<file path="config.mk">
export PLATFORM = sky130hd
export DESIGN_NAME = mips_multicycle_core
export DESIGN_NICKNAME = d
export VERILOG_FILES = /design/src/rtl/mips_pkg.sv /design/src/rtl/ALU.sv /design/src/rtl/MUX_2x1.sv /design/src/rtl/RegisterFile.sv /design/src/rtl/SignExtend.sv /design/src/rtl/mips_mc_controller.sv /design/src/rtl/mips_multicycle_core.sv
export SDC_FILE = /design/constraint.sdc
export NUM_CORES = 2
export LEC_CHECK = 0
export ABC_CLOCK_PERIOD_IN_PS = 8210
export CORE_MARGIN = 2
export CORE_UTILIZATION = 45
export CTS_CLUSTER_DIAMETER = 60
export DETAILED_ROUTE_END_ITERATION = 10
export PLACE_DENSITY = 0.63
export RECOVER_POWER = 25
export REMOVE_ABC_BUFFERS = 1
export SYNTH_ARGS = -nofsm -noshare
export SYNTH_HDL_FRONTEND = slang
export SYNTH_HIERARCHICAL = 1
export SYNTH_SLANG_ARGS = --single-unit
</file>
<file path="constraint.sdc">
create_clock -name CLK -period 8.21 [get_ports CLK]
set_input_delay 1.642 -clock CLK [delete_from_list [all_inputs] [get_ports CLK]]
set_output_delay 1.642 -clock CLK [all_outputs]
set_load 0.03 [all_outputs]
</file>
<file path="src/rtl/mips_pkg.sv">
// Shared definitions for the multicycle MIPS core: opcodes, funct codes,
// ALU control codes, datapath mux selects and the controller state enum.
// Ports: none (package only).
package mips_pkg;

  localparam logic [5:0] OP_RTYPE = 6'h00;
  localparam logic [5:0] OP_LW    = 6'h23;
  localparam logic [5:0] OP_SW    = 6'h2B;
  localparam logic [5:0] OP_BEQ   = 6'h04;
  localparam logic [5:0] OP_ADDI  = 6'h08;
  localparam logic [5:0] OP_J     = 6'h02;

  localparam logic [5:0] FN_ADD = 6'h20;
  localparam logic [5:0] FN_SUB = 6'h22;
  localparam logic [5:0] FN_AND = 6'h24;
  localparam logic [5:0] FN_OR  = 6'h25;
  localparam logic [5:0] FN_SLT = 6'h2A;

  localparam logic [2:0] ALU_ADD = 3'b010;
  localparam logic [2:0] ALU_SUB = 3'b110;
  localparam logic [2:0] ALU_AND = 3'b000;
  localparam logic [2:0] ALU_OR  = 3'b001;
  localparam logic [2:0] ALU_SLT = 3'b111;

  // ALU operand B select
  localparam logic [1:0] SRCB_B      = 2'd0;
  localparam logic [1:0] SRCB_FOUR   = 2'd1;
  localparam logic [1:0] SRCB_IMM    = 2'd2;
  localparam logic [1:0] SRCB_IMM_SH = 2'd3;

  // Next-PC select
  localparam logic [1:0] PCSRC_ALU    = 2'd0;
  localparam logic [1:0] PCSRC_ALUOUT = 2'd1;
  localparam logic [1:0] PCSRC_JUMP   = 2'd2;

  typedef enum logic [3:0] {
    S_FETCH, S_DECODE, S_MEMADR, S_MEM_RD, S_WB_MEM, S_MEM_WR,
    S_EXEC_R, S_WB_R, S_EXEC_I, S_WB_I, S_BRANCH, S_JUMP, S_HALT
  } state_t;

  function automatic logic funct_ok(input logic [5:0] fn);
    return (fn == FN_ADD) || (fn == FN_SUB) || (fn == FN_AND) ||
           (fn == FN_OR)  || (fn == FN_SLT);
  endfunction

  function automatic logic [2:0] alu_ctrl_of(input logic [5:0] fn);
    case (fn)
      FN_SUB:  return ALU_SUB;
      FN_AND:  return ALU_AND;
      FN_OR:   return ALU_OR;
      FN_SLT:  return ALU_SLT;
      default: return ALU_ADD;
    endcase
  endfunction

endpackage

</file>
<file path="src/rtl/ALU.sv">
// Combinational ALU: add/sub/and/or/signed slt, wrapping arithmetic.
// Latency: combinational.
// Ports: i_ctrl (3-bit op), i_a, i_b -> o_y, o_zero (o_y == 0).
module ALU
  import mips_pkg::*;
#(
  parameter int DATA_WIDTH = 32
) (
  input  logic [2:0]            i_ctrl,
  input  logic [DATA_WIDTH-1:0] i_a,
  input  logic [DATA_WIDTH-1:0] i_b,
  output logic [DATA_WIDTH-1:0] o_y,
  output logic                  o_zero
);
  always_comb begin
    o_y = '0;
    case (i_ctrl)
      ALU_ADD: o_y = i_a + i_b;
      ALU_SUB: o_y = i_a - i_b;
      ALU_AND: o_y = i_a & i_b;
      ALU_OR:  o_y = i_a | i_b;
      ALU_SLT: o_y = DATA_WIDTH'($signed(i_a) < $signed(i_b));
      default: o_y = '0;
    endcase
  end

  assign o_zero = (o_y == '0);
endmodule

</file>
<file path="src/rtl/MUX_2x1.sv">
// Two-input multiplexer.
// Latency: combinational.
// Ports: i_sel (0 -> i_d0, 1 -> i_d1), o_y.
module MUX_2x1 #(
  parameter int WIDTH = 32
) (
  input  logic             i_sel,
  input  logic [WIDTH-1:0] i_d0,
  input  logic [WIDTH-1:0] i_d1,
  output logic [WIDTH-1:0] o_y
);
  assign o_y = i_sel ? i_d1 : i_d0;
endmodule

</file>
<file path="src/rtl/RegisterFile.sv">
// 32-entry register file, two async read ports, one sync write port; $0 reads 0.
// Latency: reads combinational, write lands on the rising edge.
// Ports: i_clk, i_rst (sync, high), i_we/i_wa/i_wd write, i_ra1/i_ra2 -> o_rd1/o_rd2.
module RegisterFile #(
  parameter int DATA_WIDTH = 32
) (
  input  logic                  i_clk,
  input  logic                  i_rst,
  input  logic                  i_we,
  input  logic [4:0]            i_ra1,
  input  logic [4:0]            i_ra2,
  input  logic [4:0]            i_wa,
  input  logic [DATA_WIDTH-1:0] i_wd,
  output logic [DATA_WIDTH-1:0] o_rd1,
  output logic [DATA_WIDTH-1:0] o_rd2
);
  logic [DATA_WIDTH-1:0] r_regs [32];

  always_ff @(posedge i_clk) begin
    if (i_rst) begin
      for (int i = 0; i < 32; i++) r_regs[i] <= '0;
    end else if (i_we && (i_wa != 5'd0)) begin
      r_regs[i_wa] <= i_wd;
    end
  end

  assign o_rd1 = (i_ra1 == 5'd0) ? '0 : r_regs[i_ra1];
  assign o_rd2 = (i_ra2 == 5'd0) ? '0 : r_regs[i_ra2];
endmodule

</file>
<file path="src/rtl/SignExtend.sv">
// Sign-extends a 16-bit immediate to DATA_WIDTH.
// Latency: combinational.
// Ports: i_imm -> o_y.
module SignExtend #(
  parameter int DATA_WIDTH = 32
) (
  input  logic [15:0]           i_imm,
  output logic [DATA_WIDTH-1:0] o_y
);
  assign o_y = {{(DATA_WIDTH-16){i_imm[15]}}, i_imm};
endmodule

</file>
<file path="src/rtl/mips_mc_controller.sv">
// Multicycle controller: state register plus decode into datapath enables.
// Latency: 3-5 states per instruction; request states stall while i_mem_ready is low.
// Ports: i_opcode/i_funct from IR, i_mem_ready, i_zero -> memory strobes, datapath enables, o_halt.
module mips_mc_controller
  import mips_pkg::*;
(
  input  logic       i_clk,
  input  logic       i_rst,
  input  logic [5:0] i_opcode,
  input  logic [5:0] i_funct,
  input  logic       i_mem_ready,
  input  logic       i_zero,
  output logic       o_mem_req,
  output logic       o_mem_we,
  output logic       o_iord,
  output logic       o_ir_write,
  output logic       o_pc_write,
  output logic [1:0] o_pc_src,
  output logic       o_reg_write,
  output logic       o_reg_dst,
  output logic       o_mem_to_reg,
  output logic       o_alu_src_a,
  output logic [1:0] o_alu_src_b,
  output logic [2:0] o_alu_ctrl,
  output logic       o_ab_write,
  output logic       o_aluout_write,
  output logic       o_mdr_write,
  output logic       o_halt
);
  state_t r_state;
  state_t w_next;

  always_ff @(posedge i_clk) begin
    if (i_rst) r_state <= S_FETCH;
    else       r_state <= w_next;
  end

  always_comb begin
    w_next         = r_state;
    o_mem_req      = 1'b0;
    o_mem_we       = 1'b0;
    o_iord         = 1'b0;
    o_ir_write     = 1'b0;
    o_pc_write     = 1'b0;
    o_pc_src       = PCSRC_ALU;
    o_reg_write    = 1'b0;
    o_reg_dst      = 1'b0;
    o_mem_to_reg   = 1'b0;
    o_alu_src_a    = 1'b0;
    o_alu_src_b    = SRCB_B;
    o_alu_ctrl     = ALU_ADD;
    o_ab_write     = 1'b0;
    o_aluout_write = 1'b0;
    o_mdr_write    = 1'b0;
    o_halt         = 1'b0;

    case (r_state)
      S_FETCH: begin
        // ALU computes PC+4 while the instruction is fetched
        o_mem_req   = 1'b1;
        o_alu_src_b = SRCB_FOUR;
        if (i_mem_ready) begin
          o_ir_write = 1'b1;
          o_pc_write = 1'b1;
          w_next     = S_DECODE;
        end
      end
      S_DECODE: begin
        // PC already holds PC+4, so this is the branch target
        o_ab_write     = 1'b1;
        o_alu_src_b    = SRCB_IMM_SH;
        o_aluout_write = 1'b1;
        case (i_opcode)
          OP_RTYPE:     w_next = funct_ok(i_funct) ? S_EXEC_R : S_HALT;
          OP_LW, OP_SW: w_next = S_MEMADR;
          OP_BEQ:       w_next = S_BRANCH;
          OP_ADDI:      w_next = S_EXEC_I;
          OP_J:         w_next = S_JUMP;
          default:      w_next = S_HALT;
        endcase
      end
      S_EXEC_R: begin
        o_alu_src_a    = 1'b1;
        o_alu_ctrl     = alu_ctrl_of(i_funct);
        o_aluout_write = 1'b1;
        w_next         = S_WB_R;
      end
      S_WB_R: begin
        o_reg_write = 1'b1;
        o_reg_dst   = 1'b1;
        w_next      = S_FETCH;
      end
      S_EXEC_I: begin
        o_alu_src_a    = 1'b1;
        o_alu_src_b    = SRCB_IMM;
        o_aluout_write = 1'b1;
        w_next         = S_WB_I;
      end
      S_WB_I: begin
        o_reg_write = 1'b1;
        w_next      = S_FETCH;
      end
      S_MEMADR: begin
        o_alu_src_a    = 1'b1;
        o_alu_src_b    = SRCB_IMM;
        o_aluout_write = 1'b1;
        w_next         = (i_opcode == OP_LW) ? S_MEM_RD : S_MEM_WR;
      end
      S_MEM_RD: begin
        o_mem_req = 1'b1;
        o_iord    = 1'b1;
        if (i_mem_ready) begin
          o_mdr_write = 1'b1;
          w_next      = S_WB_MEM;
        end
      end
      S_WB_MEM: begin
        o_reg_write  = 1'b1;
        o_mem_to_reg = 1'b1;
        w_next       = S_FETCH;
      end
      S_MEM_WR: begin
        o_mem_req = 1'b1;
        o_mem_we  = 1'b1;
        o_iord    = 1'b1;
        if (i_mem_ready) w_next = S_FETCH;
      end
      S_BRANCH: begin
        o_alu_src_a = 1'b1;
        o_alu_ctrl  = ALU_SUB;
        o_pc_src    = PCSRC_ALUOUT;
        o_pc_write  = i_zero;
        w_next      = S_FETCH;
      end
      S_JUMP: begin
        o_pc_src   = PCSRC_JUMP;
        o_pc_write = 1'b1;
        w_next     = S_FETCH;
      end
      S_HALT: begin
        o_halt = 1'b1;
      end
      default: w_next = S_FETCH;
    endcase

    // A reset cycle abandons any access in flight
    if (i_rst) begin
      o_mem_req = 1'b0;
      o_mem_we  = 1'b0;
    end
  end
endmodule

</file>
<file path="src/rtl/mips_multicycle_core.sv">
// Multicycle MIPS core with one shared instruction/data memory port.
// Latency: beq/j 3, R-type/addi/sw 4, lw 5 cycles plus one per low-MemReady request cycle.
// Ports: CLK, rst (sync, high); MemReq/MemWE/MemAddr/MemWData out, MemRData/MemReady in; PC, Halt debug.
module mips_multicycle_core
  import mips_pkg::*;
#(
  parameter int DATA_WIDTH    = 32,
  parameter int ADDRESS_WIDTH = 32,
  parameter logic [ADDRESS_WIDTH-1:0] RESET_PC = '0
) (
  input  logic                     CLK,
  input  logic                     rst,
  output logic                     MemReq,
  output logic                     MemWE,
  output logic [ADDRESS_WIDTH-1:0] MemAddr,
  output logic [DATA_WIDTH-1:0]    MemWData,
  input  logic [DATA_WIDTH-1:0]    MemRData,
  input  logic                     MemReady,
  output logic [ADDRESS_WIDTH-1:0] PC,
  output logic                     Halt
);
  logic [ADDRESS_WIDTH-1:0] r_pc;
  logic [31:0]              r_ir;
  logic [DATA_WIDTH-1:0]    r_a, r_b, r_aluout, r_mdr;

  logic                     w_iord, w_ir_write, w_pc_write, w_reg_write;
  logic                     w_reg_dst, w_mem_to_reg, w_alu_src_a;
  logic                     w_ab_write, w_aluout_write, w_mdr_write, w_zero;
  logic [1:0]               w_pc_src, w_alu_src_b;
  logic [2:0]               w_alu_ctrl;
  logic [4:0]               w_wa;
  logic [DATA_WIDTH-1:0]    w_rd1, w_rd2, w_wd, w_sign_imm;
  logic [DATA_WIDTH-1:0]    w_src_a, w_src_b, w_alu_y;
  logic [ADDRESS_WIDTH-1:0] w_pc_next, w_jump_target;

  mips_mc_controller u_ctrl (
    .i_clk         (CLK),
    .i_rst         (rst),
    .i_opcode      (r_ir[31:26]),
    .i_funct       (r_ir[5:0]),
    .i_mem_ready   (MemReady),
    .i_zero        (w_zero),
    .o_mem_req     (MemReq),
    .o_mem_we      (MemWE),
    .o_iord        (w_iord),
    .o_ir_write    (w_ir_write),
    .o_pc_write    (w_pc_write),
    .o_pc_src      (w_pc_src),
    .o_reg_write   (w_reg_write),
    .o_reg_dst     (w_reg_dst),
    .o_mem_to_reg  (w_mem_to_reg),
    .o_alu_src_a   (w_alu_src_a),
    .o_alu_src_b   (w_alu_src_b),
    .o_alu_ctrl    (w_alu_ctrl),
    .o_ab_write    (w_ab_write),
    .o_aluout_write(w_aluout_write),
    .o_mdr_write   (w_mdr_write),
    .o_halt        (Halt)
  );

  RegisterFile #(.DATA_WIDTH(DATA_WIDTH)) u_rf (
    .i_clk(CLK), .i_rst(rst), .i_we(w_reg_write),
    .i_ra1(r_ir[25:21]), .i_ra2(r_ir[20:16]), .i_wa(w_wa), .i_wd(w_wd),
    .o_rd1(w_rd1), .o_rd2(w_rd2)
  );

  SignExtend #(.DATA_WIDTH(DATA_WIDTH)) u_sext (.i_imm(r_ir[15:0]), .o_y(w_sign_imm));

  MUX_2x1 #(.WIDTH(5)) u_mux_dst (
    .i_sel(w_reg_dst), .i_d0(r_ir[20:16]), .i_d1(r_ir[15:11]), .o_y(w_wa)
  );
  MUX_2x1 #(.WIDTH(DATA_WIDTH)) u_mux_wd (
    .i_sel(w_mem_to_reg), .i_d0(r_aluout), .i_d1(r_mdr), .o_y(w_wd)
  );
  MUX_2x1 #(.WIDTH(DATA_WIDTH)) u_mux_a (
    .i_sel(w_alu_src_a), .i_d0(DATA_WIDTH'(r_pc)), .i_d1(r_a), .o_y(w_src_a)
  );
  MUX_2x1 #(.WIDTH(ADDRESS_WIDTH)) u_mux_addr (
    .i_sel(w_iord), .i_d0(r_pc), .i_d1(ADDRESS_WIDTH'(r_aluout)), .o_y(MemAddr)
  );

  always_comb begin
    w_src_b = r_b;
    case (w_alu_src_b)
      SRCB_FOUR:   w_src_b = DATA_WIDTH'(4);
      SRCB_IMM:    w_src_b = w_sign_imm;
      SRCB_IMM_SH: w_src_b = w_sign_imm << 2;
      default:     w_src_b = r_b;
    endcase
  end

  ALU #(.DATA_WIDTH(DATA_WIDTH)) u_alu (
    .i_ctrl(w_alu_ctrl), .i_a(w_src_a), .i_b(w_src_b), .o_y(w_alu_y), .o_zero(w_zero)
  );

  // Jump keeps the top nibble of the already-incremented PC
  assign w_jump_target = ADDRESS_WIDTH'({r_pc[31:28], r_ir[25:0], 2'b00});

  always_comb begin
    w_pc_next = ADDRESS_WIDTH'(w_alu_y);
    case (w_pc_src)
      PCSRC_ALUOUT: w_pc_next = ADDRESS_WIDTH'(r_aluout);
      PCSRC_JUMP:   w_pc_next = w_jump_target;
      default:      w_pc_next = ADDRESS_WIDTH'(w_alu_y);
    endcase
  end

  always_ff @(posedge CLK) begin
    if (rst) begin
      r_pc     <= RESET_PC;
      r_ir     <= '0;
      r_a      <= '0;
      r_b      <= '0;
      r_aluout <= '0;
      r_mdr    <= '0;
    end else begin
      if (w_pc_write)     r_pc     <= w_pc_next;
      if (w_ir_write)     r_ir     <= MemRData[31:0];
      if (w_ab_write) begin
        r_a <= w_rd1;
        r_b <= w_rd2;
      end
      if (w_aluout_write) r_aluout <= w_alu_y;
      if (w_mdr_write)    r_mdr    <= MemRData;
    end
  end

  assign MemWData = r_b;
  assign PC       = r_pc;
endmodule

</file>
* After elaboration in Yosys (flattened, before gate mapping)
Memories as Yosys holds them, arrays and structs flattened. A register that Yosys moved wholly into a read port is not among the register bits. Cells that the tools add are included. Widths: inputs -> output; s select.
Storage, ports and cells: register bits 196, bits in writable memories 1024, input bits 35, output and inout bits 99, logic and storage cells 120, memories 1
Cells by class: add/subtract/negate cells 2, magnitude comparators 1, equality and inequality tests 34, multiplexer cells 48, bitwise operators 4, reductions and logical operators 22
Memories:
- u_rf.r_regs | words 32, bits a word 32, rd ports 2, clocked after Yosys merged registers in 2, write ports 32, line RegisterFile.sv:17 | logic [DATA_WIDTH-1:0] r_regs [32];
Operators with widths (count):
- $mux 32 | 6
- $pmux 32 s5 | 1
- $pmux 32 s3 | 1
- $pmux 32 s2 | 1
- $eq 6x6->1 const B | 7
- $add 32x32->32 | 1
- $and 32x32->32 | 1
- $logic_not 32->1 | 1
- $lt 32x32->1 | 1
- $or 32x32->32 | 1
- $pmux 4 s8 | 1
- $reduce_or 32->1 | 1
- $sub 32x32->32 | 1
- $mux 5 | 6
- $mux 1 | 21
- $eq 4x4->1 const B | 5
- $pmux 4 s5 | 1
- $eq 4x3->1 const B | 4
- $mux 4 | 4
- $pmux 3 s4 | 1
- $logic_not 5->1 | 2
- $eq 4x2->1 const B | 2
- $reduce_or 4->1 | 2
- $eq 2x2->1 const B | 3
- other kinds (25) | 36

* Depth between registers and ports, before layout
depth after elaboration 10, mapped depth 29, gate-level depth less buffers 23

* Modules after synthesis
Netlist, hierarchy kept.
By module, submodules not included:
- RegisterFile | times used 1, cells an instance 3502, area each 54244.5 sq um, seq. area each 30749.5 sq um
- mips_multicycle_core | times used 1, cells an instance 783, area each 8056.5 sq um, seq. area each 3843.7 sq um
- ALU | times used 1, cells an instance 794, area each 5208.7 sq um, seq. area each 0.0 sq um
- MUX_2x1 at u_mux_a ... | times used 3, cells an instance 36, area each 544.3 sq um, seq. area each 0.0 sq um
- mips_mc_controller | times used 1, cells an instance 103, area each 703.2 sq um, seq. area each 80.1 sq um
- SignExtend | times used 1, cells an instance 32, area each 240.2 sq um, seq. area each 0.0 sq um
- MUX_2x1 at u_mux_dst | times used 1, cells an instance 5, area each 56.3 sq um, seq. area each 0.0 sq um

* Least setup slack after synthesis
Ideal clock, no wire load.
path kind register to register, start reg u_ctrl.r_state[3], end reg r_pc[10] (netlist: PC[10]), setup time 0.132 ns, arrival 5.635 ns, required time 8.078 ns, setup slack 2.443 ns, cell stages (with the launch flop) 27, buffers on the path 6, period minus slack after synthesis 5.767 ns, cells stage by stage dfxtp_1 -> buf_6 -> clkbuf_1 -> nand2_1 -> a21oi_1 -> buf_6 -> buf_12 -> mux2_4 -> ha_1 -> fa_1 -> a21o_1 -> a221o_1 -> a211oi_2 -> o32ai_1 -> a41oi_2 -> nor2_1 -> xor2_1 -> a211o_1 -> or3_1 -> or4_1 -> nor4_2 -> a211o_1 -> nand2b_1 -> buf_2 -> buf_6 -> a221oi_1 -> nor3_1
Between the ends: elaborated cells between the ends (all ways) 34, those cells by class add/sub: 2; order compare: 1; eq/ne: 15; mux: 9; bitwise: 2; reduce/logical: 5
RTL lines:
- start: declaration | line mips_mc_controller.sv:30 | state_t r_state;
- start signal: assignment | line mips_mc_controller.sv:35 | else r_state <= w_next;
- $eq 4x4->1, or another cell as far along | line mips_mc_controller.sv:57 | case (r_state)
- $reduce_or 4->1 (no line) *
- $mux 1 * | line mips_mc_controller.sv:57
- net w_alu_src_a | line mips_multicycle_core.sv:27 | logic w_reg_dst, w_mem_to_reg, w_alu_src_a;
- $mux 32 * | line MUX_2x1.sv:12 | assign o_y = i_sel ? i_d1 : i_d0;
- net w_src_a[0] | line mips_multicycle_core.sv:33 | logic [DATA_WIDTH-1:0] w_src_a, w_src_b, w_alu_y;
- $sub 32x32->32 / $add 32x32->32 (equally long branches) | line ALU.sv:19, ALU.sv:18
- $pmux 32 s5 * | line ALU.sv:17 | case (i_ctrl)
- net w_alu_y[26] | line mips_multicycle_core.sv:33
- $logic_not 32->1 * | line ALU.sv:27 | assign o_zero = (o_y == '0);
- net w_zero | line mips_multicycle_core.sv:28 | logic w_ab_write, w_aluout_write, w_mdr_write, w_zero;
- $pmux 1 s3 * | line mips_mc_controller.sv:57
- net w_pc_write | line mips_multicycle_core.sv:26 | logic w_iord, w_ir_write, w_pc_write, w_reg_write;
- end signal: assignment | line mips_multicycle_core.sv:117 | if (w_pc_write) r_pc <= w_pc_next;
- end: declaration | line mips_multicycle_core.sv:22 | logic [ADDRESS_WIDTH-1:0] r_pc;
The timed path passes the listed nets; every way through them passes the cells marked *. A chain may end at the register's enable or synchronous reset.

* Final worst setup path
start reg u_ctrl.r_state[3], end reg r_pc[30] (netlist: PC[30])
Between the ends: word-level cells in the longest chain between the ends 10, elaborated cells between the ends (all ways) 36, those cells by class add/sub: 2; order compare: 1; eq/ne: 15; mux: 9; bitwise: 3; reduce/logical: 6
RTL lines:
- $eq 4x4->1 / $eq 4x2->1 (equally long branches) | line mips_mc_controller.sv:57
- $reduce_or 2->1 (no line)
- $pmux 2 s3 * | line mips_mc_controller.sv:57
- net w_alu_src_b[1] | line mips_multicycle_core.sv:29 | logic [1:0] w_pc_src, w_alu_src_b;
- $eq 2x2->1 / $eq 2x1->1 (equally long branches) | line mips_multicycle_core.sv:84 | case (w_alu_src_b)
- $pmux 32 s3 * | line mips_multicycle_core.sv:84
- net w_src_b[6] | line mips_multicycle_core.sv:33
- $sub 32x32->32 / $add 32x32->32 (equally long branches) | line ALU.sv:19, ALU.sv:18
- $pmux 32 s5 * | line ALU.sv:17
- net w_alu_y[17] | line mips_multicycle_core.sv:33
- $logic_not 32->1 * | line ALU.sv:27
- net w_zero | line mips_multicycle_core.sv:28
- $pmux 1 s3 * | line mips_mc_controller.sv:57
- net w_pc_write | line mips_multicycle_core.sv:26
- $reduce_and 2->1 (no line) *
Marked as above.

==> flow_summary.yaml <==
run_status:
  status: "finished with violations"
  failed_checks: "capacitance limit, slew limit"
yosys:
  syn_inst: 5327
  synth-async-reset-ratio: 0
  synthesis.area_um2: 70100
  yosys_register_bits: 1220
  syn_avg_cell_area_um2: 13.2
  synth_warnings: 6
  synth_top_flop_cell: "edfxtp_1"
  synth_top_cell_by_area: "edfxtp_1"
  synth_edf_count: 1024
  synth_top_area_share: 0.438
  yosysSeqAreaShare: 0.494
  synthTopCellsByArea: "edfxtp_1 44%, mux4_2 15%, and2_1 8.9%, dfxtp_1 5.6%, mux2i_1 4.7%"
  synth_cell_types: 88
cts:
  clk_latency_ps: 790
  cts-root-buf: "clkbuf_16"
  cts_buffers: 135
  cts_max_path_buffers: 3
  clock-sinks: 1220
  clk_pin_slew_ps: 60
  ctsHtreeMaxLevel: 4
  cts_tree: "done"
timing:
  fin_skew_ps: 37.8
  setup_viol_count_final: 0
  slew_viol_final: 794
  fmax_mhz: 128
  finalSetupTns_ps: 0
  hold_viol: 0
  post-route-period-util: 0.948
  relSlewSlack: -1.59
  rsz0062_at_grt: "false"
  hold_ws_ps: 501
  min_period_ps: 7790
  tightest_slew_ps: 3880
final_layout:
  final_cells: 7367
  layout-area-overhead-vs-synth_pct: 9.54
  nets: 5367
  drive_gt1_frac: 0.201
routing:
  post_drt_wl_per_cell_um: 33.6
  avgViaCountPerCell: 6.50
  num_vias: 47909
  drt-total-wl_um: 248000
  drc: 0
  drt_iter0_markers: 6473
  detail-route-antenna-nets: 0
  drt_first_pass_iters: 5
die:
  die_h_um: 399
  core.rowCount: 144
  initial_core_util: 0.454
  core_um2: 154000
  io_pins: 134
  die_area_um2: 159000
  die_w_um: 399
global_route:
  met1_usage: 0.395
  grt_max_degree: 97
  gr-usage-met2: 0.497
  gr-max-usage-layer: "met2"
  grt_pass1_wl_um: 346000
  antenna_found_initial: 12
  grt_pass1_vias: 46810
  grt.overflow.total: 0
  track_usage: 0.307
  grt_util_met3: 0.0709
power_and_ir_drop:
  power_density_nw_per_um2: 243
  p_total_uw: 18600
  peakVddDrop_mv: 0.132
  p_leak_uw: 0.0266
placed_design:
  io_buffers: 133
  place.gp.congestion: 0.954
  dp_hpwl_um: 156000
  place_inst: 7126
critical_path:
  path_max_fanout: 57
  critPathLaunchType: "register"
  endpoint_kind: "register"
  cp_data_required_time_ps: 8890
  worst-r2r-cell-count: 23
  arrival_ps: 8470
  worst-setup-path-type: "reg -> reg"
flow_run:
  drv_cap: 18
worst_hold_path:
  hp-class: "reg -> reg"
  holdPathStages: 2
==> cells in the mapped netlist (41+ instances only) <==
| cell | number |
|---|---|
| ha_1 | 111 |
| o21ai_0 | 87 |
| inv_1 | 107 |
| clkbuf_1 | 317 |
| mux4_2 | 472 |
| nor2_1 | 282 |
| mux2_2 | 46 |
| mux2i_1 | 332 |
| mux2_4 | 116 |
| nand3b_1 | 41 |
| o22ai_1 | 124 |
| buf_2 | 71 |
| a22o_1 | 81 |
| and2_1 | 998 |
| a21oi_1 | 92 |
| buf_4 | 87 |
| nor3_1 | 103 |
| edfxtp_1 | 1024 |
| dfxtp_1 | 196 |
| a2111oi_1 | 41 |
| nand2_1 | 93 |
==> worst max-delay path: stages (launching register included) <==
cell	delay [ps]
dfxtp_1	710
nand2b_1	280
a21o_1	240
a21oi_4	140
nor2_2	250
buf_4	420
a22o_1	280
inv_1	70
ha_1	540
nand2_1	140
a211o_1	280
a2111oi_0	820
o21ai_0	240
mux2_2	270
o221ai_1	270
nor4_1	350
nand4bb_1	140
or4_1	530
nor4_2	290
a211o_2	170
buf_4	480
nor2b_2	410
nor2_1	70
a311oi_1	250
==> kinds of logic (layout without fill, tap and decap cells) <==
| logic type | Yosys count | after routing | share of synthesized area |
|---|---|---|---|
| compound gates | 635 | 635 | 0.0647 |
| xor+xnor | 25 | 25 | 0.00312 |
| fa+ha+maj | 113 | 113 | 0.0204 |
| buf+inv | 658 | 621 | 0.0469 |
| flops | 1220 | 1220 | 0.494 |
| mux | 966 | 966 | 0.231 |
| other cells | 1 | 34 | 0.0000535 |
| simple gates | 1709 | 1709 | 0.139 |
==> through the flow <==
stage          setup WS [ps]  utilization  area, um^2
3_5_place_dp             402        0.471       72700
6_report                 423        0.498       76800
4_1_cts                  373        0.498       76900
3_3_place_gp             561        0.471       72700
2_1_floorplan          -7530            -       67400
5_1_grt                0.308        0.498       76800
==> flip-flops by register name (all words and copies together), names as in the netlist <==
register	flops
r_mdr	32
MemWData	32
u_rf/r_regs	1024
PC	32
r_a	32
r_aluout	32
r_ir	32
u_ctrl/r_state	4
==> final timing paths <==
path                                       start                     to  slack, ps
hold reg to reg            r_mdr[8]$_SDFFE_PP0P_  r_mdr[8]$_SDFFE_PP0P_        500
setup reg to reg  u_ctrl/r_state[3]$_SDFFE_PP0P_    PC[30]$_SDFFE_PP0P_        420
hold / removal             r_mdr[8]$_SDFFE_PP0P_  r_mdr[8]$_SDFFE_PP0P_        500
setup / recovery  u_ctrl/r_state[3]$_SDFFE_PP0P_    PC[30]$_SDFFE_PP0P_        420
==> area by class of cell <==
class                      instances  area, um^2
antenna                            2        5.00
clock buffer                     176        3690
clock inverter                    63         485
fill                           13081       77600
inverter                         107         402
multi-input combinational       3480       32600
sequential                      1220       34700
tap                             2044        2560
timing repair buffer             275        2420
==> layer usage <==
metal	up-vias	routed length [um]
met5	-	28
met4	4	11600
met2	2934	117000
li1	19797	-
met3	636	26200
met1	24538	92900
==> power by group <==
| group | switching, uW | leakage, uW | internal (uW) | total [uW] |
|---|---|---|---|---|
| Clock | 2550 | 0.00204 | 3300 | 5850 |
| Sequential | 428 | 0.0122 | 7010 | 7440 |
| Combinational | 3300 | 0.0124 | 2050 | 5350 |
==> timing repair <==
action	CTS	global route
gates resized for setup	0	1
buffers inserted	0	0
hold endpoints to repair	0	0
hold buffers	0	0
setup endpoints to repair	0	4
==> cells in the final DEF (no fill, tap or decap), types with 116 or more instances in the layout <==
master     count
dfxtp_1      187
clkbuf_16    139
edfxtp_1    1024
and2_1       816
o22ai_1      123
mux2_4       116
and2_0       181
nor2_1       248
mux2i_1      332
mux4_2       472
Power figures use the tool's default switching activity.
